`src/rtl/nco_sweep_ctrl.sv`:
```
// Linear frequency-sweep sequencer feeding the NCO phase increment.
// Steps start->stop by a fixed step, holding each value for a dwell period.
module nco_sweep_ctrl #(
  parameter int PHASE_W = 32,
  parameter int DWELL_W = 16
) (
  input  logic               clk,
  input  logic               reset,
  input  logic               cfg_valid,
  output logic               cfg_ready,
  input  logic [PHASE_W-1:0] cfg_start_inc,
  input  logic [PHASE_W-1:0] cfg_stop_inc,
  input  logic [PHASE_W-1:0] cfg_step,
  input  logic [DWELL_W-1:0] cfg_dwell,
  input  logic               cfg_loop,
  input  logic               start,
  input  logic               abort,
  output logic [PHASE_W-1:0] phase_inc,
  output logic               busy,
  output logic               step_strobe,
  output logic               done
);

  typedef enum logic {IDLE, RUN} state_t;

  state_t             state;
  logic [PHASE_W-1:0] start_reg, stop_reg, step_reg;
  logic [DWELL_W-1:0] dwell_reg, cnt_reg;
  logic               loop_reg, up_reg;

  logic               take;
  logic [PHASE_W-1:0] eff_start, eff_stop;
  logic [DWELL_W-1:0] eff_dwell;
  logic [PHASE_W:0]   sum, diff;
  logic [PHASE_W-1:0] next_inc;

  assign cfg_ready = (state == IDLE);
  assign busy      = (state == RUN);

  // A config word arriving with start in IDLE is used for that very sweep.
  assign take      = cfg_valid && (state == IDLE);
  assign eff_start = take ? cfg_start_inc : start_reg;
  assign eff_stop  = take ? cfg_stop_inc  : stop_reg;
  assign eff_dwell = take ? cfg_dwell     : dwell_reg;

  function automatic logic [DWELL_W-1:0] reload(input logic [DWELL_W-1:0] d);
    return (d == '0) ? '0 : d - 1'b1;
  endfunction

  // One extra bit catches overflow/underflow so the clamp never wraps.
  always_comb begin
    sum      = {1'b0, phase_inc} + {1'b0, step_reg};
    diff     = {1'b0, phase_inc} - {1'b0, step_reg};
    next_inc = stop_reg;
    if (up_reg) begin
      if (step_reg != '0 && sum < {1'b0, stop_reg})
        next_inc = sum[PHASE_W-1:0];
    end else begin
      if (step_reg != '0 && !diff[PHASE_W] && diff[PHASE_W-1:0] > stop_reg)
        next_inc = diff[PHASE_W-1:0];
    end
  end

  always_ff @(posedge clk or posedge reset) begin
    if (reset) begin
      state       <= IDLE;
      start_reg   <= '0;
      stop_reg    <= '0;
      step_reg    <= '0;
      dwell_reg   <= '0;
      loop_reg    <= 1'b0;
      up_reg      <= 1'b1;
      cnt_reg     <= '0;
      phase_inc   <= '0;
      step_strobe <= 1'b0;
      done        <= 1'b0;
    end else begin
      step_strobe <= 1'b0;
      done        <= 1'b0;
      if (take) begin
        start_reg <= cfg_start_inc;
        stop_reg  <= cfg_stop_inc;
        step_reg  <= cfg_step;
        dwell_reg <= cfg_dwell;
        loop_reg  <= cfg_loop;
      end
      case (state)
        IDLE: begin
          if (start && !abort) begin
            state       <= RUN;
            phase_inc   <= eff_start;
            up_reg      <= (eff_stop >= eff_start);
            cnt_reg     <= reload(eff_dwell);
            step_strobe <= 1'b1;
          end
        end
        RUN: begin
          if (abort) begin
            state <= IDLE;
          end else if (cnt_reg != '0) begin
            cnt_reg <= cnt_reg - 1'b1;
          end else if (phase_inc != stop_reg) begin
            phase_inc   <= next_inc;
            step_strobe <= 1'b1;
            cnt_reg     <= reload(dwell_reg);
          end else if (loop_reg) begin
            phase_inc   <= start_reg;
            step_strobe <= 1'b1;
            cnt_reg     <= reload(dwell_reg);
          end else begin
            state <= IDLE;
            done  <= 1'b1;
          end
        end
        default: state <= IDLE;
      endcase
    end
  end

endmodule

```
`config.mk`:
```
export PLATFORM = sky130hd
export DESIGN_NAME = nco_sweep_ctrl
export DESIGN_NICKNAME = d
export VERILOG_FILES = /design/src/rtl/nco_sweep_ctrl.sv
export SDC_FILE = /design/constraint.sdc
export NUM_CORES = 1
export LEC_CHECK = 0
export BUFFER_PORTS_ARGS = -buffer_cell sky130_fd_sc_hd__buf_2
export CORE_AREA = 2 2 175 177
export DETAILED_ROUTE_END_ITERATION = 16
export DIE_AREA = 0 0 177 179
export MAX_ROUTING_LAYER = met4
export PLACE_DENSITY = 0.69
export RECOVER_POWER = 25
export SLEW_MARGIN = 0
export SYNTH_ARGS = -nofsm -noshare
export SYNTH_HDL_FRONTEND = slang
export SYNTH_SLANG_ARGS = --single-unit
```
`constraint.sdc`:
```
create_clock -name clk -period 6.25 [get_ports clk]
set_input_delay 0.625 -clock clk [delete_from_list [all_inputs] [get_ports clk]]
set_output_delay 0.625 -clock clk [all_outputs]
set_load 0.05 [all_outputs]
```
# After elaboration in Yosys (flattened, before gate mapping)
# Cells that the tools add are included.
[classes] add_sub_neg=5 n_lt_le_gt_ge=3 eq_ne=6 n_mux=34 bitwise=1 n_reduce_logical=14
[op_table] operator="32-bit two-way mux" n=10
[op_table] operator="16-bit two-way mux" n=8
[op_table] operator="32-bit one-hot mux with 2 select lines" n=1
[op_table] operator="16-bit by 1-bit subtractor with 16-bit output, second input constant" n=3
[op_table] operator="32-bit by 32-bit adder with 33-bit output" n=1
[op_table] operator="33-bit by 32-bit < comparator with 1-bit output" n=1
[op_table] operator="32-bit by 32-bit subtractor with 33-bit output" n=1
[op_table] operator="32-bit greater-or-equal comparator" n=1
[op_table] operator="32-bit greater-than comparator" n=1
[op_table] operator="16-bit zero test" n=2
[op_table] operator="32-bit inequality test" n=1
[op_table] operator="16-bit one-hot mux with 2 select lines" n=1
[op_table] operator="32-bit nonzero test" n=1
[op_table] operator="16-bit nonzero test" n=1
[op_table] operator="1-bit two-way mux" n=12
[op_table] operator="1-bit logical AND" n=5
[op_table] operator="2-bit inequality test, second input constant" n=2
[op_table] operator="4-bit by 1-bit inequality test with 1-bit output, second input constant" n=1
[op_table] operator="1-bit one-hot mux with 2 select lines" n=2
[op_table] operator="4-bit AND reduction" n=1
[op_table] operator="3-bit by 1-bit inequality test with 1-bit output, second input constant" n=1
[op_table] operator="3-bit AND reduction" n=1
[op_table] operator="1-bit zero test" n=2
[op_table] operator="2-bit by 1-bit inequality test with 1-bit output, second input constant" n=1
[op_table] operator="other kinds (2)" n=2
[word_totals] reg_bits=165 inputBits=118 out_inout_bits=36 wordCells=74

# Logic depth before layout (Yosys ltp)
[depth] ltp_word=10 ltp_mapped=23 depth_no_buf=21

# Worst setup path after synthesis
# Ideal clock, no wire load.
[synth_path] kind="flip-flop to flip-flop" from="reg phase_inc[0]" to="reg phase_inc[29]" setup_ps=82 arrival_time_ps=5345 t_required_ps=6168 path_slack_ps=823 stages_incl_launch_ff=22 path_buffers=2 cell_sequence="dfrtp_1 inv_1 ha_1 fa_1 nand2b_4 a21oi_4 a41oi_2 o41ai_4 a21oi_1 mux2_2 or2_2 ha_1 and4_1 nand4_1 and4b_1 a221oi_1 o31ai_1 or3_1 buf_2 buf_6 or3_1 a31oi_1"
[synth_between] elab_chain_cells=10 word_cells_on_any_way=18 classes_between="add/sub: 2; order compare: 2; eq/ne: 2; mux: 7; reduce/logical: 5"
[synth_lines] element="start: declaration" line_no="18" text="output logic [PHASE_W-1:0] phase_inc,"
[synth_lines] element="start signal: assignment" line_no="91" text="phase_inc <= eff_start;"
[synth_lines] element="start signal: assignment" line_no="103" text="phase_inc <= next_inc;"
[synth_lines] element="start signal: assignment" line_no="107" text="phase_inc <= start_reg;"
[synth_lines] element="branches (longest 10 deep; another with 32-bit by 32-bit adder with 33-bit output)"
# Parallel ways; which one is timed is not known. The select of a mux whose other input is x is not followed.
# A chain may end at the register's enable or synchronous reset.

# Final worst setup path
[layout_path] from="reg step_reg[7]" to="reg phase_inc[10]"
[layout_between] elab_chain_cells=10 word_cells_on_any_way=16 classes_between="add/sub: 2; order compare: 2; mux: 7; reduce/logical: 5"
[layout_lines] element="start: declaration" line_no="27" text="logic [PHASE_W-1:0] start_reg, stop_reg, step_reg;"
[layout_lines] element="start signal: assignment" line_no="83" text="step_reg <= cfg_step;"
[layout_lines] element="branches (longest 5 deep; another with 32-bit by 32-bit adder with 33-bit output)"
[layout_lines] element="32-bit two-way mux (*)" line_no="55" text="if (up_reg) begin"
[layout_lines] element="32-bit two-way mux (*)" line_no="102" text="end else if (phase_inc != stop_reg) begin"
[layout_lines] element="32-bit two-way mux (*)" line_no="100" text="end else if (cnt_reg != '0) begin"
[layout_lines] element="32-bit two-way mux (*)" line_no="98" text="if (abort) begin"
[layout_lines] element="32-bit one-hot mux with 2 select lines (*)" line_no="87" text="case (state)"
# Every way passes the cells marked *. The select of a mux whose other input is x is not followed.

==> impl_metrics.yaml <==
timing:
  fmax_mhz: 170
  finalCritPeriodShare_pct: 94.0
  drv_slew: 205
  finalClockSkew_ns: 0.0170
  timing.hold.ws_ns: 0.361
  tightest_slew_ns: 3.60
  rsz0062_at_grt: "false"
  setup_violations: 0
  tns_ns: 0
  hold_viol_final: 0
  maxSlewHeadroom_pct: -140
  period_minus_slack_ns: 5.88
critical_path:
  crit_fanout: 9
  ff2ff_path_depth: 20
  critPathKind: "reg2reg"
  required_ns: 6.60
  arrival_ns: 6.23
  worst_setup_path_start_kind: "flip-flop"
  r2r-start: "step_reg[7]"
  critPathLaunch: "step_reg[7]"
  critPathCaptureType: "flip-flop"
clocking:
  clk_latency_ns: 0.46
  cts_root_buf: "clkbuf_16"
  postCtsHoldBufs: 0
  h-tree-depth: 4
  postCtsSetupBuffers: 0
  cts_tree: "done"
  path_clk_slew_ns: 0.08
  cts_sinks: 165
  clockBufferDepth: 2
  cts_resized: 0
  cts_buffers: 17
worst_hold_path:
  hold_class: "in2reg"
  min_from: "cfg_step[3]"
  holdPathStages: 3
detailed_routing:
  ant_nets: 0
  drt_iter0_drc: 1340
  wirelength_mm: 54.6
  vias_per_cell: 6.13
  drc: 0
  wl_per_cell_um: 23.3
  first_pass_iters: 6
  vias: 14400
logic_synthesis:
  yosysUniqueCellTypes: 86
  seq_area_frac_synth_pct: 28.0
  yosysMostFrequentCell: "nand2_1"
  synth_seq_cells: 165
  syn_area_per_cell_um2: 8.21
  synth_fp_nets: 2082
  synth.top_cell.area_share_pct: 27.8
  synth.area.top_cells: "dfrtp_1 28%, ha_1 14%, o21ai_0 5.8%"
  synthArstFlopShare_pct: 100
  synth_top_cells_by_count: "172 x nand2_1, 170 x o21ai_0, 164 x dfrtp_1, 164 x ha_1, 146 x inv_1"
  synth_ff_type: "dfrtp_1"
  synth_largest_area_cell: "dfrtp_1"
  synth_edf_count: 0
  ys_warn_count: 0
  netlist_instances: 1798
  syn_area_um2: 14800
floorplanning:
  die_h_um: 179
  die_x_um: 177
  start_util_pct: 49.2
  dieArea_um2: 31700
  pin_count: 154
  core_region_area_um2: 30000
  placementRows: 64
placement:
  io_buffers: 153
  gp_congestion: 0.996
  dp_hpwl_mm: 43.4
power_and_ir_drop:
  powerDensity_nw_per_um2: 545
  leakagePower_nw: 7.72
  peakVddDrop_uv: 277
finish:
  area_growth_pct: 13.2
  fin_nets: 2223
  drive_above_1_share_pct: 14.3
outcome:
  status: "finished, violations left"
  violations: "capacitance limit, slew limit"
grt:
  grt_pass1_wl_mm: 82.7
  grt_pass1_vias: 13700
  gr-max-usage-layer: "met2"
  globalRouteTotalUtil_pct: 35.8
  grt_util_met2_pct: 52.7
  overflow: 0
  antenna_found_initial: 1
  use_met1_pct: 50.3
  use_met3_pct: 6.00
  grt_max_degree: 92
job:
  drv_cap: 4
cells by family after synthesis:
family          count (synthesis)  synth area share [%]
simple gates                  491                  16.1
xor+xnor                      121                  7.18
mux                            66                  4.50
buf+inv                       242                  6.49
fa+ha+maj                     166                  14.2
compound gates                547                  23.6
flops                         165                  28.0
placed cells by master (no fill, tap or decap), types with 30 or more instances in the layout:
| cell type | n |
|---|---|
| ha_1 | 164 |
| nand3_1 | 34 |
| nor3_1 | 36 |
| xnor2_1 | 97 |
| dfrtp_1 | 163 |
| buf_4 | 55 |
| nand2_1 | 172 |
| buf_2 | 153 |
| a21o_1 | 30 |
| mux2i_1 | 63 |
| a21oi_1 | 138 |
| o21ai_0 | 170 |
| inv_1 | 145 |
| nor2_1 | 106 |
metal layers:
layer,vias to the layer above,share of wire [%]
li1,6766,-
met1,6902,45
met2,652,43
met3,73,9.1
met4,0,2.9
met5,-,0
worst max-delay path, stage by stage (launching register included):
cell      delay [ns]
dfrtp_1         0.41
inv_1           0.09
ha_1            0.53
inv_2           0.12
nor4_1          0.35
o211ai_1        0.23
o21ai_1         0.33
a31oi_1         0.26
o31a_1          0.36
a311oi_1        0.47
ha_1            0.34
and4_1          0.23
nand4_1         0.16
and4b_1         0.23
a221oi_1        0.31
o31ai_2         0.16
or3_4           0.43
buf_4           0.18
o22ai_1         0.19
a21oi_1         0.08
o221a_2         0.30
where the power goes:
group	leakage (nW)	switching (mW)	internal, mW
registers	1.97	0.305	1.29
logic	5.47	4.10	2.30
clock network	0.278	0.535	0.572
total	7.72	4.94	4.16
final timing paths:
kind	to	slack, ns
worst max-delay path	phase_inc[10]	0.37
worst min-delay path	step_reg[3]	0.36
worst max register to register	phase_inc[10]	0.37
worst min register to register	loop_reg	0.50
max in group asynchronous	busy	1.09
min in group asynchronous	dwell_reg[12]	0.73
per-stage QoR:
step	setup slack [ns]	util (%)	power [mW]	cells	instance area (um2)
finish	0.374	55.7	9.10	2348	16700
floorplan	0.823	-	5.74	1798	14800
detailed placement	0.265	53.7	7.75	2316	16100
CTS	0.220	55.6	8.91	2347	16700
global placement	0.291	53.7	7.75	2316	16100
global route	0.0670	55.7	9.69	2348	16700
cell type report:
cell class / instances / area (um2)
fillers: 2893 / 13300
multi-input cells: 1391 / 9720
flip-flops and latches: 165 / 4130
repair buffers: 212 / 1210
inverters: 152 / 572
well taps: 396 / 495
clock buffers: 18 / 439
clock inverters: 13 / 143
diodes: 1 / 2.50
Power figures use the tool's default switching activity.
